**src/rtl/power_seq_pkg.sv**
```systemverilog
// Shared types and constants for the power rail sequencer.
// State encoding, fault cause codes and a width helper.
package power_seq_pkg;

  typedef enum logic [2:0] {
    ST_OFF        = 3'd0,
    ST_RAMP_UP    = 3'd1,
    ST_RST_HOLD   = 3'd2,
    ST_POR_HOLD   = 3'd3,
    ST_AWAIT_STAT = 3'd4,
    ST_ON         = 3'd5,
    ST_RAMP_DOWN  = 3'd6
  } state_e;

  localparam logic [1:0] FAULT_NONE         = 2'd0;
  localparam logic [1:0] FAULT_RAMP_TIMEOUT = 2'd1;
  localparam logic [1:0] FAULT_RAIL_DROP    = 2'd2;
  localparam logic [1:0] FAULT_STAT_TIMEOUT = 2'd3;

  function automatic int clog2(input int n);
    int r;
    r = 0;
    for (int v = n - 1; v > 0; v = v >> 1) begin
      r++;
    end
    return r;
  endfunction

endpackage

```
**src/rtl/rail_debounce.sv**
```systemverilog
// Power-good debouncer for one rail.
// ok only after DEBOUNCE_TICKS consecutive good ticks.
module rail_debounce #(
  parameter int DEBOUNCE_TICKS = 4
) (
  input  logic sysclk,
  input  logic reset_INV,
  input  logic tick,
  input  logic raw,
  output logic ok
);

  localparam logic [3:0] SAT = 4'(DEBOUNCE_TICKS);

  logic [3:0] cnt_q;
  logic [3:0] cnt_d;

  // A low sample restarts the count at once, tick or not.
  always_comb begin
    cnt_d = cnt_q;
    if (!raw) begin
      cnt_d = '0;
    end else if (tick && cnt_q != SAT) begin
      cnt_d = cnt_q + 4'd1;
    end
  end

  always_ff @(posedge sysclk) begin
    if (!reset_INV) begin
      cnt_q <= '0;
    end else begin
      cnt_q <= cnt_d;
    end
  end

  assign ok = (cnt_q == SAT);

endmodule

```
**src/rtl/power_rail_sequencer.sv**
```systemverilog
// N-rail power sequencer: ordered ramp up/down, target reset release,
// sticky fault capture with cause code and rail index.
module power_rail_sequencer
  import power_seq_pkg::*;
#(
  parameter int N_RAILS          = 4,
  parameter int TICK_DIV         = 500,
  parameter int DEBOUNCE_TICKS   = 4,
  parameter int TIMEOUT_TICKS    = 250,
  parameter int POR_DELAY_TICKS  = 2,
  parameter int FULL_DELAY_TICKS = 1,
  parameter int HOLDOFF_TICKS    = 250
) (
  input  logic                       sysclk,
  input  logic                       reset_INV,
  input  logic                       enable,
  input  logic [N_RAILS-1:0]         rail_good,
  input  logic                       resetstat_INV,
  input  logic                       clear_fault,
  output logic [N_RAILS-1:0]         rail_en,
  output logic                       por_INV,
  output logic                       dev_reset_INV,
  output logic                       resetfull_INV,
  output logic                       powered,
  output logic                       fault,
  output logic [1:0]                 fault_code,
  output logic [clog2(N_RAILS)-1:0]  fault_rail
);

  localparam int RW  = clog2(N_RAILS);
  localparam int DW  = (TICK_DIV > 1) ? clog2(TICK_DIV) : 1;
  localparam int TM0 = (TIMEOUT_TICKS > POR_DELAY_TICKS) ?
                       TIMEOUT_TICKS : POR_DELAY_TICKS;
  localparam int TMAX = (TM0 > FULL_DELAY_TICKS) ? TM0 : FULL_DELAY_TICKS;
  localparam int TW  = (clog2(TMAX + 1) > 0) ? clog2(TMAX + 1) : 1;
  localparam int HW  = (clog2(HOLDOFF_TICKS + 1) > 0) ?
                       clog2(HOLDOFF_TICKS + 1) : 1;

  state_e          state_q, state_d;
  logic [RW-1:0]   k_q, k_d;
  logic [DW-1:0]   div_q, div_d;
  logic [TW-1:0]   timer_q, timer_d;
  logic [HW-1:0]   hold_q, hold_d;
  logic            fault_q, fault_d;
  logic [1:0]      code_q, code_d;
  logic [RW-1:0]   frail_q, frail_d;

  logic            tick;
  logic            timeout;
  logic [N_RAILS-1:0] ok;
  logic            drop_any, below_any;
  logic [RW-1:0]   drop_idx, below_idx;
  logic            flt_now;
  logic [1:0]      flt_code;
  logic [RW-1:0]   flt_rail;
  logic            active;

  assign tick    = (div_q == DW'(TICK_DIV - 1));
  assign div_d   = tick ? '0 : div_q + DW'(1);
  assign timeout = (timer_q >= TW'(TIMEOUT_TICKS));

  for (genvar g = 0; g < N_RAILS; g++) begin : g_deb
    rail_debounce #(
      .DEBOUNCE_TICKS(DEBOUNCE_TICKS)
    ) u_deb (
      .sysclk   (sysclk),
      .reset_INV(reset_INV),
      .tick     (tick),
      .raw      (rail_good[g]),
      .ok       (ok[g])
    );
  end

  // Scan downwards so the last hit is the lowest failing rail.
  always_comb begin
    drop_any  = 1'b0;
    drop_idx  = '0;
    below_any = 1'b0;
    below_idx = '0;
    for (int i = N_RAILS - 1; i >= 0; i--) begin
      if (!ok[i]) begin
        drop_any = 1'b1;
        drop_idx = RW'(i);
        if (RW'(i) < k_q) begin
          below_any = 1'b1;
          below_idx = RW'(i);
        end
      end
    end
  end

  always_comb begin
    state_d  = state_q;
    k_d      = k_q;
    hold_d   = hold_q;
    flt_now  = 1'b0;
    flt_code = FAULT_NONE;
    flt_rail = '0;
    active   = 1'b0;
    unique case (state_q)
      ST_OFF: begin
        if (enable && !fault_q && hold_q == '0) begin
          state_d = ST_RAMP_UP;
          k_d     = '0;
        end else if (tick && hold_q != '0) begin
          hold_d = hold_q - HW'(1);
        end
      end
      ST_RAMP_UP: begin
        active = 1'b1;
        if (below_any) begin
          flt_now  = 1'b1;
          flt_code = FAULT_RAIL_DROP;
          flt_rail = below_idx;
        end else if (ok[k_q]) begin
          if (k_q == RW'(N_RAILS - 1)) begin
            state_d = ST_RST_HOLD;
          end else begin
            k_d = k_q + RW'(1);
          end
        end else if (timeout) begin
          flt_now  = 1'b1;
          flt_code = FAULT_RAMP_TIMEOUT;
          flt_rail = k_q;
        end
      end
      ST_RST_HOLD: begin
        active = 1'b1;
        if (drop_any) begin
          flt_now  = 1'b1;
          flt_code = FAULT_RAIL_DROP;
          flt_rail = drop_idx;
        end else if (timer_q >= TW'(POR_DELAY_TICKS)) begin
          state_d = ST_POR_HOLD;
        end
      end
      ST_POR_HOLD: begin
        active = 1'b1;
        if (drop_any) begin
          flt_now  = 1'b1;
          flt_code = FAULT_RAIL_DROP;
          flt_rail = drop_idx;
        end else if (timer_q >= TW'(FULL_DELAY_TICKS)) begin
          state_d = ST_AWAIT_STAT;
        end
      end
      ST_AWAIT_STAT: begin
        active = 1'b1;
        if (drop_any) begin
          flt_now  = 1'b1;
          flt_code = FAULT_RAIL_DROP;
          flt_rail = drop_idx;
        end else if (!resetstat_INV) begin
          state_d = ST_ON;
        end else if (timeout) begin
          flt_now  = 1'b1;
          flt_code = FAULT_STAT_TIMEOUT;
          flt_rail = '0;
        end
      end
      ST_ON: begin
        active = 1'b1;
        if (drop_any) begin
          flt_now  = 1'b1;
          flt_code = FAULT_RAIL_DROP;
          flt_rail = drop_idx;
        end
      end
      ST_RAMP_DOWN: begin
        if (!rail_good[k_q] || timeout) begin
          if (k_q == '0) begin
            state_d = ST_OFF;
            hold_d  = HW'(HOLDOFF_TICKS);
          end else begin
            k_d = k_q - RW'(1);
          end
        end
      end
      default: begin
        state_d = ST_OFF;
        k_d     = '0;
      end
    endcase
    // Shutdown starts from the highest rail that is currently on.
    if (active && (!enable || flt_now)) begin
      state_d = ST_RAMP_DOWN;
      k_d     = (state_q == ST_RAMP_UP) ? k_q : RW'(N_RAILS - 1);
    end
  end

  always_comb begin
    fault_d = fault_q;
    code_d  = code_q;
    frail_d = frail_q;
    if (flt_now) begin
      fault_d = 1'b1;
      if (!fault_q) begin
        code_d  = flt_code;
        frail_d = flt_rail;
      end
    end else if (clear_fault) begin
      fault_d = 1'b0;
      code_d  = FAULT_NONE;
      frail_d = '0;
    end
  end

  always_comb begin
    timer_d = timer_q;
    if (state_d != state_q || k_d != k_q) begin
      timer_d = '0;
    end else if (tick && timer_q != TW'(TMAX)) begin
      timer_d = timer_q + TW'(1);
    end
  end

  always_ff @(posedge sysclk) begin
    if (!reset_INV) begin
      state_q <= ST_OFF;
      k_q     <= '0;
      div_q   <= '0;
      timer_q <= '0;
      hold_q  <= '0;
      fault_q <= 1'b0;
      code_q  <= FAULT_NONE;
      frail_q <= '0;
    end else begin
      state_q <= state_d;
      k_q     <= k_d;
      div_q   <= div_d;
      timer_q <= timer_d;
      hold_q  <= hold_d;
      fault_q <= fault_d;
      code_q  <= code_d;
      frail_q <= frail_d;
    end
  end

  always_comb begin
    rail_en       = '0;
    dev_reset_INV = 1'b0;
    por_INV       = 1'b0;
    resetfull_INV = 1'b0;
    powered       = 1'b0;
    unique case (state_q)
      ST_RAMP_UP: begin
        for (int i = 0; i < N_RAILS; i++) begin
          rail_en[i] = (RW'(i) <= k_q);
        end
      end
      ST_RST_HOLD: begin
        rail_en       = '1;
        dev_reset_INV = 1'b1;
      end
      ST_POR_HOLD: begin
        rail_en       = '1;
        dev_reset_INV = 1'b1;
        por_INV       = 1'b1;
      end
      ST_AWAIT_STAT: begin
        rail_en       = '1;
        dev_reset_INV = 1'b1;
        por_INV       = 1'b1;
        resetfull_INV = 1'b1;
      end
      ST_ON: begin
        rail_en       = '1;
        dev_reset_INV = 1'b1;
        por_INV       = 1'b1;
        resetfull_INV = 1'b1;
        powered       = 1'b1;
      end
      ST_RAMP_DOWN: begin
        for (int i = 0; i < N_RAILS; i++) begin
          rail_en[i] = (RW'(i) < k_q);
        end
      end
      default: begin
        rail_en = '0;
      end
    endcase
  end

  assign fault      = fault_q;
  assign fault_code = code_q;
  assign fault_rail = frail_q;

endmodule

```
**config.mk**
```make
export PLATFORM = sky130hd
export DESIGN_NAME = power_rail_sequencer
export DESIGN_NICKNAME = d
export VERILOG_FILES = /design/src/rtl/power_seq_pkg.sv /design/src/rtl/rail_debounce.sv /design/src/rtl/power_rail_sequencer.sv
export SDC_FILE = /design/constraint.sdc
export NUM_CORES = 1
export LEC_CHECK = 0
export CORE_MARGIN = 5
export CORE_UTILIZATION = 52
export CTS_CLUSTER_SIZE = 10
export DETAILED_ROUTE_END_ITERATION = 10
export PLACE_DENSITY = 0.74
export SLEW_MARGIN = 30
export SYNTH_ARGS = -nofsm -noshare
export SYNTH_HDL_FRONTEND = slang
export SYNTH_HIERARCHICAL = 1
export SYNTH_SLANG_ARGS = --single-unit
export TNS_END_PERCENT = 30
```
**constraint.sdc**
```tcl
create_clock -name sysclk -period 2.6 [get_ports sysclk]
set_input_delay 0.26 -clock sysclk [delete_from_list [all_inputs] [get_ports sysclk]]
set_output_delay 0.26 -clock sysclk [all_outputs]
set_load 0.01 [all_outputs]
```
==> flow_summary.ini <==
[outcome]
status = finished clean

[synthesis]
synth-seq-area-share_pct = 31.3
synth_cell_type_count = 60
synth_area_mm2 = 0.00326
synth_area_per_cell_um2 = 7.89
yosys.area.top_type_share_pct = 31.3
yosys.area.top_type = dfxtp_1
ys_seq_elements = 51
yosys_warnings = 6
synth_edf_count = 0
synth_area_leaders = dfxtp_1 (31%), nor2_1 (5.9%), ha_1 (5.8%)
synthArstFlopShare_pct = 0
synth_flop_cell = dfxtp_1
syn_inst = 413
synthesis.nets = 437

[routing]
top_layer = met4
drc = 0
drtPass1Iterations = 5
wl_met3_um = 490
wl_met2_um = 4000
viasPerCell = 6.06
route.detailed.wl_per_inst_um = 15.4
wl_met1_um = 3720
ant_nets = 0
drt_iter0_markers = 186
vias = 3288
finalWirelength_um = 8370

[timing]
setup-tns-final_ns = 0
slew_headroom_pct = 66.2
layout_worst_path_cycle_share_pct = 97.5
finalSetupViolations = 0
rsz0062_at_grt = true
worst_pin_slew_ns = 0.503
fmax_mhz = 394
hold_violations = 0
fin_crit_ns = 2.53
fin_worst_skew_ns = 0.0131
slew_viol_final = 0

[floorplan]
die_area_mm2 = 0.00795
start_util_pct = 54.1
num_rows = 28
die_h_um = 89.2
die_w_um = 89.2
ios = 22
core_mm2 = 0.00603

[clocking]
tritoncts = built
cts_buffers = 5
clk_pin_slew_ns = 0.11
clkLatencyLatePin_ns = 0.32
cts.sinks = 51
cts_buffer_depth = 2
ctsHtreeMaxLevel = 2
cts.root.buffer_cell = clkbuf_8

[place]
place_area_mm2 = 0.00376
dp_hpwl_um = 6370
place_congestion = 0.952
portBuffers = 21

[job]
max-cap-violations = 0

[worst_hold_path]
hold_path.class = flip-flop to flip-flop

[global_routing]
grt_overflow_total = 0
track_usage_pct = 21.5
first_global_vias = 2862
grt_pass1_wl_um = 13500
grt_max_degree = 22
antenna_found_initial = 0

[worst_setup_path]
cp_max_fo = 8
worst-endpoint-arrival_ns = 2.73
path_class = flip-flop to flip-flop
endpoint_kind = flip-flop
critPathRequiredTime_ns = 2.80
critPathLaunchType = flip-flop

[finish]
final_area_mm2 = 0.00392
drive_above_1_share_pct = 16.2
fillers = 523
nets = 491
diodes = 0
syn2layout_area_growth_pct = 20.1

[power]
irDropWorstVdd_mv = 0.650
p_per_area_mw_per_mm2 = 770
p_leak_uw = 0.00142
[metrics by stage]
step                std cells  total power (µW)  hold WS [ns]  setup WS, ns  utilization, %
CTS                       540              2940         0.477       0.00182            63.9
global route              543              3220         0.492       -0.0308            65.0
detailed placement        532              2450         0.462       -0.0146            62.4
global placement          532              2430         0.445        0.0637            62.4
floorplan                 413              1920         0.408        0.0787               -
finish                    543              3020         0.473        0.0651            65.0
[critical path, cell delays in order, from the launching register on]
cell	delay, ns
dfxtp_1	0.34
inv_1	0.05
ha_1	0.18
and3b_2	0.26
mux4_2	0.50
nor4_4	0.21
a221oi_4	0.10
o211ai_1	0.23
o31ai_2	0.13
o2111ai_4	0.33
nor2_1	0.09
[synth_stat cells, types with 5 or more instances]
cell type and count:
nand2_1 41, and3b_1 5, xnor2_1 7, dfxtp_1 51
o21ai_0 18, nor3_1 12, a31oi_1 7, nand3_1 15
a21oi_1 30, inv_1 28, nand4_1 11, o21a_1 5
a311oi_1 6, ha_1 15, o2111ai_1 5, clkbuf_1 8
o31ai_1 8, or3_1 14, nor2_1 51, xor2_1 7
[per-layer routing]
| layer | track usage, % | up-vias |
|---|---|---|
| li1 | - | 1611 |
| met2 | 35.9 | 115 |
| met3 | 3.13 | 17 |
| met5 | 0 | - |
| met1 | 28.6 | 1545 |
| met4 | 6.36 | 0 |
[cell usage in the layout, fill, tap and decap left out, drive strengths merged, types with 5 or more instances in the layout]
cell           count
o21ai             24
a31oi              7
inv               29
o2111ai            6
dfxtp             51
nand4             11
xor2               7
a21oi             31
o31ai              9
nor4               5
clkdlybuf4s50     21
o21a               5
nor2              51
clkbuf             5
ha                15
nand3             15
nor3              12
and3b              5
buf               41
xnor2              7
or3               14
a311oi             6
nand2             41
[worst paths after layout]
kind	startpoint	endpoint	slack, ns	depth (start not counted)
max	g_deb[0].u_deb/cnt_q[0]$_SDFFE_PN0P_	timer_q[7]$_SDFFE_PP0P_	0.07	10
min	g_deb[2].u_deb/cnt_q[3]$_SDFFE_PN0P_	g_deb[2].u_deb/cnt_q[3]$_SDFFE_PN0P_	0.47	2
max reg2reg	g_deb[0].u_deb/cnt_q[0]$_SDFFE_PN0P_	timer_q[7]$_SDFFE_PP0P_	0.07	10
min reg2reg	g_deb[2].u_deb/cnt_q[3]$_SDFFE_PN0P_	g_deb[2].u_deb/cnt_q[3]$_SDFFE_PN0P_	0.47	2
[what timing repair did]
action	CTS	global route
hold buffers	0	0
setup endpoints to repair	8	10
setup buffers	0	3
gates resized for setup	0	14
pin swaps	2	1
[cell families after synthesis]
group | count (synthesis) | share of synthesized area, %
XOR/XNOR | 14 | 3.76
multiplexers | 3 | 1.69
adder cells (fa/ha/maj) | 15 | 5.76
AND/OR/NAND/NOR | 178 | 28.4
flip-flops | 51 | 31.3
buffers and inverters | 43 | 6.06
AO/OA/AOI/OAI | 109 | 23.0
[area by class of cell]
cell class / instances / area, µm² / area share [%]
multi-input cells: 319 / 2080 / 53.1
clock inverters: 3 / 23.8 / 0.607
inverters: 28 / 105 / 2.68
clock buffers: 5 / 68.8 / 1.76
flip-flops and latches: 51 / 1030 / 26.2
well taps: 75 / 93.8 / 2.40
repair buffers: 62 / 518 / 13.2
[sequential cells by signal, summed over array words and instances, names as in the netlist]
name,count
div_q,9
fault,1
fault_code,2
fault_rail,2
g_deb.u_deb/cnt_q,16
hold_q,8
k_q,2
state_q,3
timer_q,8
[where the power goes]
group,switching (µW),internal [µW]
registers,115,856
clock network,303,195
logic,859,689
Power figures use the tool's default switching activity.
==> variant, RTL diff (config.mk and constraints unchanged) <==
Make the reset (`reset_INV`) asynchronous in 2 clocked blocks.
--- a/src/rtl/rail_debounce.sv
+++ b/src/rtl/rail_debounce.sv
@@ -25,7 +25,7 @@
     end
   end
 
-  always_ff @(posedge sysclk) begin
+  always_ff @(posedge sysclk or negedge reset_INV) begin
     if (!reset_INV) begin
       cnt_q <= '0;
     end else begin
--- a/src/rtl/power_rail_sequencer.sv
+++ b/src/rtl/power_rail_sequencer.sv
@@ -214,7 +214,7 @@
     end
   end
 
-  always_ff @(posedge sysclk) begin
+  always_ff @(posedge sysclk or negedge reset_INV) begin
     if (!reset_INV) begin
       state_q <= ST_OFF;
       k_q     <= '0;
Formal check against the unedited RTL: differs if reset_INV is asserted again (counterexample within 4 cycles, from zero or initial values and one cycle with reset_INV low); with reset_INV held inactive, the same outputs for 10 cycles.
==> variant against the unedited design <==
First-iteration DRC count fell by 31%; total power down 1.5%; setup slack worse by 0.029 ns; largest cell class unchanged; wire length is 3.0% lower; cell area rose by 11%; sequential cell count unchanged; via count is 8.7% lower; synthesized cell count down 12%; clock power is 3% lower; cell count fell by 5.0%; area after synthesis increased by 5.6%; hold slack got worse by 0.44 ns; clock skew fell by 0.0047 ns.
==> variant: results (changes against the unedited design) <==
Placement
  • Placed cells: 503 (-5.5%)
  • Hpwl dp: 6062 um (-4.8%)
  • Placer Congestion: 0.9442 (-0.83%)
  • Port bufs: 21 (unchanged)
  • Place WS: -0.1035 ns (-0.08891 ns)

Finish
  • Nets: 462 (-5.9%)
  • Non-filler cells in the finished layout: 516 (-5.0%)
  • Layout cell share with drive strength beyond 1: 0.3007 (+0.1383)
  • Fillers: 484 (-7.5%)
  • Largest regs: g_deb.u_deb/cnt_q: 16 flops, div_q: 9 flops

Synthesis
  • Post-synthesis mux area share: 0.01889 (+0.002004)
  • Synth Area in Compound Gates: 0.1736 (-0.05661)
  • Post-Synth XOR/XNOR Area: 0.03778 (+0.0001714)
  • Syn_nets: 386 (-12%)
  • Top cells by area, synth: dfrtp_1 37%, ha_1 5.4%, nand4_1 4.0%
  • Top post-synthesis cells by count: 51 x dfrtp_1, 34 x nand2_1, 26 x nor2_1
  • Seq/Total Area, Yosys: 0.3705 (+0.05738)
  • Async set or reset register ratio after synthesis: 1.000 (+1.000)
  • Post-Synth Adder-Cell Area: 0.05449 (-0.003073)
  • Average size of a mapped cell: 9.515 um2 (+21%)
  • Post-synth cell types: 71 (+18%)

GRT
  • First-pass GRT wire length: 14520 um (+7.3%)
  • Largest net degree at the start of global routing: 52 (+140%)
  • Met2 Resource Use GR: 0.3371 (-0.02190)
  • Gr usage total: 0.2090 (-0.005727)
  • Global routing usage on met3: 0.02975 (-0.001584)
  • Met1 Usage GRT: 0.2921 (+0.005705)

Worst setup path
  • Worst r2r path cells: 12 (+2)
  • Cell family with most CP delay: simple AND/OR/NAND/NOR gates
  • Critical Path Sink: timer_q[7]
  • Max stage delay cell, worst path: mux4_2
  • Worst R2R Start: g_deb[3].u_deb/cnt_q[0]
  • Worst Setup Start Kind: register
  • Critical path arrival: 2.80 ns (+0.07 ns)
  • Crit-path max FO: 8 (unchanged)
  • Reg2Reg Setup Slack: 0.04 ns (-0.03 ns)

Drt
  • DR vias: 3002 (-8.7%)
  • Routed wire per std cell: 15.73 um (+2.1%)
  • Iteration-0 DRC Markers: 129 (-31%)
  • Wl on met1: 3793 um (+2.1%)
  • Metal2 WL: 3962 um (-0.85%)
  • Met3 routed WL: 242 um (-51%)
  • Pre-Repair DR Iteration Count: 4 (-1)
  • Top routing layer used: met4

Power
  • Peak supply drop: 0.5737 mV (-12%)
  • Pleak: 1.864 nW (+31%)
  • Combinational Power: 0.00154 W
  • Clock power frac: 0.163 (-0.002)

STA
  • Fmax: 0.3900 GHz (-1.1%)
  • Clock Skews: 0.008355 ns (-0.004736 ns)
  • Worst hold margin: 0.03817 ns (-0.4350 ns)
  • Slew headroom: 0.5710 (-0.09076)

Clocking
  • Post-CTS resize count: 6 (+6)
  • Post-CTS Setup Repair Bufs: 3 (+3)
  • Clock buffer depth: 2 (unchanged)

Run status
  • Outcome: finished clean

Min path
  • Worst hold path class: input port to asynchronous set/reset pin
==> variant: cell count changes in the layout (fill, tap and decap cells not counted), moves of 7 or more <==
cell / change
nand4_1: +11
nor3_2: +10
a21oi_1: -14
or3_1: -12
dfxtp_1: -47
nor2_1: -25
inv_2: +7
nand2_1: -7
buf_4: +13
nor3_1: -10
inv_1: -14
dfrtp_1: +51
==> variant: area by class of cell <==
type	instances	area, um2	share of cell area
Multi-Input combinational cell	279	2165	0.4960
Sequential cell	51	1276	0.2924
Timing Repair Buffer	76	630.6	0.1445
Inverter	25	103.9	0.02380
Tap cell	77	96.34	0.02208
Clock buffer	5	68.82	0.01577
Clock inverter	3	23.77	0.005447
==> variant: stage by stage <==
step	instance area (um2)	setup TNS, ns	power [W]
after floorplan	3477	0	0.001841
after global placement	4096	-0.1083	0.002315
after detailed placement	4096	-0.8157	0.002333
after CTS	4242	0	0.002899
after global routing	4364	-0.6521	0.003170
final	4364	0	0.002972
